## config.mk

```make
export PLATFORM = sky130hd
export DESIGN_NAME = ascon_sub_layer_iter
export DESIGN_NICKNAME = d
export VERILOG_FILES = /design/src/rtl/ascon_sub_layer_iter.sv
export SDC_FILE = /design/constraint.sdc
export NUM_CORES = 1
export LEC_CHECK = 0
export CAP_MARGIN = 20
export CORE_AREA = 10 10 242 244
export DETAILED_ROUTE_END_ITERATION = 8
export DIE_AREA = 0 0 252 254
export DONT_BUFFER_PORTS = 1
export HOLD_SLACK_MARGIN = 0.02
export PLACE_DENSITY = 0.44
export SYNTH_ARGS = -nofsm -noshare
export SYNTH_HDL_FRONTEND = slang
export SYNTH_SLANG_ARGS = --single-unit
```

## constraint.sdc

```tcl
create_clock -name clock_i -period 5.7 [get_ports clock_i]
set_clock_uncertainty 0.15 [all_clocks]
set_input_delay 1.14 -clock clock_i [delete_from_list [all_inputs] [get_ports clock_i]]
set_output_delay 1.14 -clock clock_i [all_outputs]
set_load 0.02 [all_outputs]
```

## src/rtl/ascon_sub_layer_iter.sv

```systemverilog
// ascon_sub_layer_iter
// ---------------------------------------------------------------------------
// Iterative Ascon substitution layer (pS) for the 320-bit permutation state.
// The 5-bit Ascon S-box is applied column-wise to all 64 columns, with
// COLS_PER_CYCLE columns substituted per RUN cycle. This trades latency for
// area compared with a fully parallel 64-S-box layer. The block sits between
// the constant-addition stage and the linear diffusion layer (pL).
//
// Parameters:
//   COLS_PER_CYCLE  S-boxes instantiated (1,2,4,8,16,32,64); RUN lasts
//                   64/COLS_PER_CYCLE cycles.
//
// Ports:
//   clock_i   in   1    system clock, rising edge
//   reset_i   in   1    synchronous active-high reset
//   abort_i   in   1    only with ASCON_SUB_ABORT_EN: drop current work, keep data
//   valid_i   in   1    input state valid (looked at only in IDLE)
//   ready_o   out  1    block can accept a state
//   state_i   in   320  input state, x0 in bits 319:256 ... x4 in bits 63:0
//   valid_o   out  1    substituted state available
//   ready_i   in   1    downstream accepts output (looked at only in OUT)
//   state_o   out  320  substituted state, same packing as state_i
//
// Optional feature macro: ASCON_SUB_ABORT_EN (adds abort_i).
// ---------------------------------------------------------------------------
module ascon_sub_layer_iter #(
   parameter int COLS_PER_CYCLE = 8
) (
   input  logic         clock_i,
   input  logic         reset_i,
`ifdef ASCON_SUB_ABORT_EN
   input  logic         abort_i,
`endif
   input  logic         valid_i,
   output logic         ready_o,
   input  logic [319:0] state_i,
   output logic         valid_o,
   input  logic         ready_i,
   output logic [319:0] state_o
);

   localparam int N_STEPS = 64 / COLS_PER_CYCLE;
   localparam int STEP_W  = (N_STEPS > 1) ? $clog2(N_STEPS) : 1;
   localparam int COL_SH  = $clog2(COLS_PER_CYCLE);
   localparam logic [STEP_W-1:0] LAST_STEP = STEP_W'(N_STEPS - 1);

   // Ascon S-box, indexed by the 5-bit column value (x0 is bit 4).
   localparam logic [4:0] SBOX [32] = '{
      5'h04, 5'h0B, 5'h1F, 5'h14, 5'h1A, 5'h15, 5'h09, 5'h02,
      5'h1B, 5'h05, 5'h08, 5'h12, 5'h1D, 5'h03, 5'h06, 5'h1C,
      5'h1E, 5'h13, 5'h07, 5'h0E, 5'h00, 5'h0D, 5'h11, 5'h18,
      5'h10, 5'h0C, 5'h01, 5'h19, 5'h16, 5'h0A, 5'h0F, 5'h17
   };

   typedef enum logic [1:0] {IDLE, RUN, OUT} fsm_t;

   fsm_t              fsm_q;
   logic [STEP_W-1:0] step_q;
   // Element k holds word x(4-k), so element 4 (x0) supplies the S-box MSB
   // and the packed vector matches the state_i/state_o layout directly.
   logic [4:0][63:0]  data_q;
   logic [4:0][63:0]  sub_data;
   logic [5:0]        base_col;

   // Substitute the current window of columns; everything else passes through.
   always_comb begin
      // NOTE: every always_comb output gets a full default first so no path
      // leaves it unassigned and no latch is inferred.
      sub_data = data_q;
      base_col = 6'(step_q) << COL_SH;
      for (int c = 0; c < COLS_PER_CYCLE; c++) begin
         logic [5:0] col;
         logic [4:0] s_in;
         logic [4:0] s_out;
         col = base_col | 6'(c);
         for (int k = 0; k < 5; k++) begin
            s_in[k] = data_q[k][col];
         end
         s_out = SBOX[s_in];
         for (int k = 0; k < 5; k++) begin
            sub_data[k][col] = s_out[k];
         end
      end
   end

   // FSM, step counter, state register and registered handshake outputs.
   always_ff @(posedge clock_i) begin
      // NOTE: sequential state uses non-blocking assignments only, so every
      // register sees pre-edge values regardless of statement order.
      if (reset_i) begin
         fsm_q   <= IDLE;
         step_q  <= '0;
         // NOTE: the wide data register is reset too, so state_o is
         // deterministic (all-zero) after reset even though it is don't-care.
         data_q  <= '0;
         ready_o <= 1'b1;
         valid_o <= 1'b0;
      end
`ifdef ASCON_SUB_ABORT_EN
      else if (abort_i) begin
         // Same as reset, but the data register keeps its contents.
         fsm_q   <= IDLE;
         step_q  <= '0;
         ready_o <= 1'b1;
         valid_o <= 1'b0;
      end
`endif
      else begin
         case (fsm_q)
            IDLE: begin
               if (valid_i) begin
                  data_q  <= state_i;
                  step_q  <= '0;
                  fsm_q   <= RUN;
                  ready_o <= 1'b0;
               end
            end
            RUN: begin
               data_q <= sub_data;
               if (step_q == LAST_STEP) begin
                  // Counter is held on the last step so it never wraps.
                  fsm_q   <= OUT;
                  valid_o <= 1'b1;
               end else begin
                  step_q <= step_q + STEP_W'(1);
               end
            end
            OUT: begin
               if (ready_i) begin
                  fsm_q   <= IDLE;
                  valid_o <= 1'b0;
                  ready_o <= 1'b1;
               end
            end
            default: begin
               fsm_q   <= IDLE;
               step_q  <= '0;
               ready_o <= 1'b1;
               valid_o <= 1'b0;
            end
         endcase
      end
   end

   assign state_o = data_q;

endmodule

```

* Yosys cells after proc, flatten, opt, wreduce, memory -nomap -nowiden
Memories as Yosys holds them, arrays and structs flattened. Index checks and enable logic that the tools add are counted.
Word-level totals: bits in registers 327, bits in read-only memories 1280, input bits 324, output and inout port bits 322, word-level logic and storage cells 242, memories kept 8
Memories:
- (name not given) | depth 32, bits a word 5, rd ports 1, clocked after memory_dff 0, write ports 0, line 79 | s_out = SBOX[s_in];
- (name not given) | depth 32, bits a word 5, rd ports 1, clocked after memory_dff 0, write ports 0, line 79
- (name not given) | depth 32, bits a word 5, rd ports 1, clocked after memory_dff 0, write ports 0, line 79
- (name not given) | depth 32, bits a word 5, rd ports 1, clocked after memory_dff 0, write ports 0, line 79
- (name not given) | depth 32, bits a word 5, rd ports 1, clocked after memory_dff 0, write ports 0, line 79
- (name not given) | depth 32, bits a word 5, rd ports 1, clocked after memory_dff 0, write ports 0, line 79
- 2 more memories
Operators by class: add/subtract/negate cells 1, order comparisons 24, equal/unequal tests 7, multiplexer cells 167, bitwise operators 11, reductions and logical operators 15
Operators by type and width (number):
- $bwmux 64 | 40
- $pmux 320 s2 | 1
- $mux 320 | 1
- $bmux 1 s3 | 40
- $mux 5 | 16
- $lt 6x7->1 const B | 8
- $mux 1 | 52
- $ge 6x1->1 const B | 8
- $ge 6x6->1 const B | 8
- $not 5->6 | 8
- $demux 1 s3 | 8
- $reduce_and 3->1 | 4
- $pmux 3 s3 | 1
- $logic_and 1x1->1 | 8
- $ne 2x2->1 const B | 4
- $mux 2 | 3
- $mux 3 | 2
- $pmux 1 s3 | 2
- $pmux 2 s3 | 1
- $add 3x1->3 const B | 1
- $eq 3x3->1 const B | 1
- $not 1->1 | 3
- $eq 2x1->1 const B | 1
- $eq 2x2->1 const B | 1
- 3 further kinds | 3

* Logic depth before layout (Yosys ltp)
word-level depth 15, gate-level depth with buffers 15, gate-level depth less buffers 10

* Worst setup path after synthesis
OpenSTA, ideal clock, no wires.
kind reg2reg, from reg step_q[0], to reg data_q, in the netlist state_o[211], setup time 0.074 ns, arrival 2.939 ns, required time 5.476 ns, slack 2.537 ns, stages on the path, launching flop included 15, path buffers 5, clock period less this slack 3.163 ns, cell sequence dfxtp_1 > buf_6 > buf_6 > buf_6 > buf_6 > buf_4 > mux2i_1 > o22ai_1 > or2_2 > ha_1 > a21o_1 > o22ai_1 > xor2_1 > nand2_1 > a31oi_1
On the way: cells in the longest elaborated chain, start to end 15, elaborated cells on any way between the ends 126, those cells by class 2 x order compare; 107 x mux; 8 x bitwise; 1 x reduce/logical; 8 x memory
Ends and longest elaborated chain:
- start: declaration | line 58 | logic [STEP_W-1:0] step_q;
- start signal: assignment | line 125 | step_q <= step_q + STEP_W'(1);
- $bmux 1 s3 | line 77 | s_in[k] = data_q[k][col];
- $mux 1 (implied by the code) | line 77
- $not 5->6 (implied by the code) | line 79
- $mem_v2 32x5
- $mux 5 (implied by the code) (2 in series) | line 79
- $bwmux 64 (7 in series) | line 81 | sub_data[k][col] = s_out[k];
- $bwmux 64 * | line 81
- $pmux 320 s2 * | line 109 | case (fsm_q)
- end signal: assignment | line 112 | data_q <= state_i;
- end signal: assignment | line 119 | data_q <= sub_data;
- end: declaration | line 61 | logic [4:0][63:0] data_q;
Mark *: on every way between the ends. The rest lies on a longest branch, timed or not. The select of a mux whose other input is x is not followed. A chain may end at the register's enable or synchronous reset.

* Worst setup path in the final report
from reg step_q[0], to reg data_q, in the netlist state_o[195]
Same word-level chain as after synthesis.

==> impl_metrics.py <==
metrics = {
    "placed_design": {
        "place_ws_ns": 1.002,
        "dp.cells": 2731,
        "placed_cell_area_um2": 18590,
        "hpwl_um": 77470,
        "buffer_ports.inserted": 0,
        "place.gp.congestion": 0.8617,
    },
    "timing": {
        "slew-limit-headroom_pct": -10.63,
        "min_period_ns": 4.807,
        "rsz0062_at_grt": "no",
        "whs_ns": 0.3989,
        "worstMarginPinSlew_ns": 1.659,
        "hold_violations": 0,
        "tns_ns": 0,
        "worst_slack_ns": 0.8931,
        "finalCritPeriodShare_pct": 84.33,
        "setup_violations": 0,
        "slew_violations": 93,
        "fmax_ghz": 0.2080,
    },
    "routing": {
        "drcViolationCount": 0,
        "antenna_left": 0,
        "drt_iter0_markers": 1860,
        "vias": 18323,
        "routed_wl_um": 105600,
        "vias_per_cell": 6.507,
        "first_pass_iters": 6,
        "wl_per_cell_um": 37.52,
    },
    "run_status": {
        "violations": "slew limit",
        "status": "complete, but fails checks",
    },
    "floorplanning": {
        "std_cell_rows": 85,
        "die_h_um": 254,
        "num_io_pins": 646,
        "core_area_um2": 53600,
        "die-area_um2": 64010,
        "die_w_um": 252,
        "initial_core_util_pct": 33.76,
    },
    "logic_synthesis": {
        "yosysWarnings": 0,
        "ys_types": 73,
        "synth_area_per_cell_um2": 8.262,
        "synth.largest_area_cell": "dfxtp_1",
        "synth-seq-area-share_pct": 36.18,
        "synthArstFlopShare_pct": 0,
        "syn-num-nets": 2532,
        "synth-edff-count": 0,
        "synthTopCellsByArea": "dfxtp_1 36%, a21oi_1 7.1%, mux4_2 6.6%",
        "synth_area_um2": 18090,
        "yosys.area.top_type_share_pct": 36.18,
        "synthFlopType": "dfxtp_1",
        "synth-seq-cells": 327,
        "synthCells": 2190,
    },
    "clock_tree": {
        "cts_buffer_depth": 3,
        "worstSkewPairLatency_ns": 0.58,
        "hold_buffers": 0,
        "cts-root-buf": "clkbuf_16",
        "clock-sinks": 327,
        "clk_transition_reported_paths_ns": 0.06,
        "cts-buffers-inserted": 42,
        "htreeDepth": 2,
        "cts_resized": 0,
        "post_cts_buffers": 0,
        "tritoncts": "yes",
    },
    "critical_path": {
        "crit_arrival_ns": 5.13,
        "cp_max_fo": 26,
        "crit_required_ns": 6.03,
        "reg2reg_from": "step_q[0]",
        "crit_path_end_kind": "flip-flop",
        "worstRegToRegCells": 11,
        "start_kind": "flip-flop",
        "criticalPathCategory": "flip-flop to flip-flop",
        "r2r_slack_ns": 0.89,
        "r2r_end": "state_o[195]",
    },
    "global_route": {
        "track_usage_pct": 31.49,
        "grt_max_degree": 336,
        "grt_first_pass_wirelength_um": 145000,
        "antenna_found_initial": 13,
        "grt_pass1_vias": 17596,
        "overflow": 0,
    },
    "pwr": {
        "p_total_mw": 7.750,
        "leakage_nw": 7.087,
        "peakVddDrop_mv": 0.1919,
        "p_per_area_nw_per_um2": 386.9,
    },
    "run": {
        "cap_viol_max_count": 0,
    },
    "min_path": {
        "hp-class": "flip-flop to flip-flop",
        "hold_end": "fsm_q[1]",
        "min-delay-start": "fsm_q[1]",
        "min_path_cells": 2,
    },
    "layout": {
        "area_growth_pct": 10.72,
        "utilization_pct": 37.37,
        "drive_above_1_share_pct": 12.64,
        "layout.nets": 2422,
        "layout_commonest_cell": "dfxtp_1",
        "final_cell_area_um2": 20030,
        "final.fill_count": 5564,
        "final_cell_mix": "324 x dfxtp_1, 272 x nand2_1, 257 x a21oi_1, 222 x nor2_1, 118 x nand3_1",
        "fin_cells": 2816,
    },
}
-- area by class of cell --
class / count / area, um^2 / share of cell area [%]
antenna: 8 / 20.02 / 0.09993
clock buffer: 62 / 1310 / 6.539
clock inverter: 14 / 103.9 / 0.5184
inverter: 17 / 63.81 / 0.3185
multi-input combinational: 1639 / 10670 / 53.28
sequential: 327 / 6555 / 32.72
tap: 696 / 870.8 / 4.347
timing repair buffer: 53 / 435.4 / 2.174
-- synthesized netlist by cell type (all sizes together) (6+ instances only) --
library cell,number
a22oi,51
xor2,6
dfxtp,327
buf,53
clkbuf,154
nand3,118
a222oi,12
maj3,6
nand2,272
and2,10
nor2,232
a311oi,7
a31oi,72
and3,11
mux2,13
or3,11
mux4,53
nor2b,18
or2,7
o22ai,14
a2111oi,35
nor4,14
a211oi,23
a221o,8
nand2b,13
mux2i,65
a21oi,261
xnor2,26
a221oi,41
inv,17
ha,18
nor3,119
o21ai,30
a211o,28
-- critical path, cell delays in order, from the launching register on --
cell and delay (ns):
dfxtp_4 0.70, buf_4 0.52, buf_4 0.27, mux2i_1 0.57, o22ai_1 0.39, or2_2 0.39
ha_1 0.35, a21o_1 0.17, o22ai_1 0.17, xor2_1 0.63, a222oi_1 0.21, nor2_1 0.13
-- registers in the layout, indices dropped and copies added, names as in the netlist --
name,flops
state_o,320
step_q,3
ready_o,1
valid_o,1
fsm_q,2
-- how the worst max path moves through the flow --
| stage | from | end | slack [ns] | cells past startpoint |
|---|---|---|---|---|
| after global routing | step_q[0] | state_o[235] | 0.72 | 11 |
| after global placement | step_q[0] | state_o[67] | 1.02 | 10 |
| after detailed placement | step_q[0] | state_o[123] | 1.00 | 10 |
| after CTS | step_q[0] | state_o[123] | 0.99 | 10 |
| after floorplan | step_q[0] | state_o[211] | 2.54 | 14 |
| final | step_q[0] | state_o[195] | 0.89 | 11 |
-- cells by family (layout without fill, tap and decap cells) --
| group | after synthesis | after routing | share of synthesized area [%] |
|---|---|---|---|
| AO/OA/AOI/OAI | 621 | 621 | 22.74 |
| XOR/XNOR | 33 | 33 | 1.922 |
| adder cells (fa/ha/maj) | 24 | 24 | 1.597 |
| buffers and inverters | 224 | 146 | 5.339 |
| flip-flops | 327 | 327 | 36.18 |
| multiplexers | 131 | 131 | 12.00 |
| other | 0 | 8 | 0 |
| AND/OR/NAND/NOR | 830 | 830 | 20.22 |
-- power breakdown --
part / internal, mW / switching (mW)
clock network: 1.63 / 1.13
registers: 2.47 / 0.496
logic: 0.625 / 1.40
-- layer usage --
layer,share of wire [%],vias to the layer above,routed length (um),track usage [%]
li1,-,7865,-,-
met4,2.8,12,2908,10.09
met5,0.083,-,88,0
met1,39,9312,40710,37.40
met3,11,156,11120,10.95
met2,48,978,50820,52.41
Note: power is estimated with default switching activity, not from simulation.
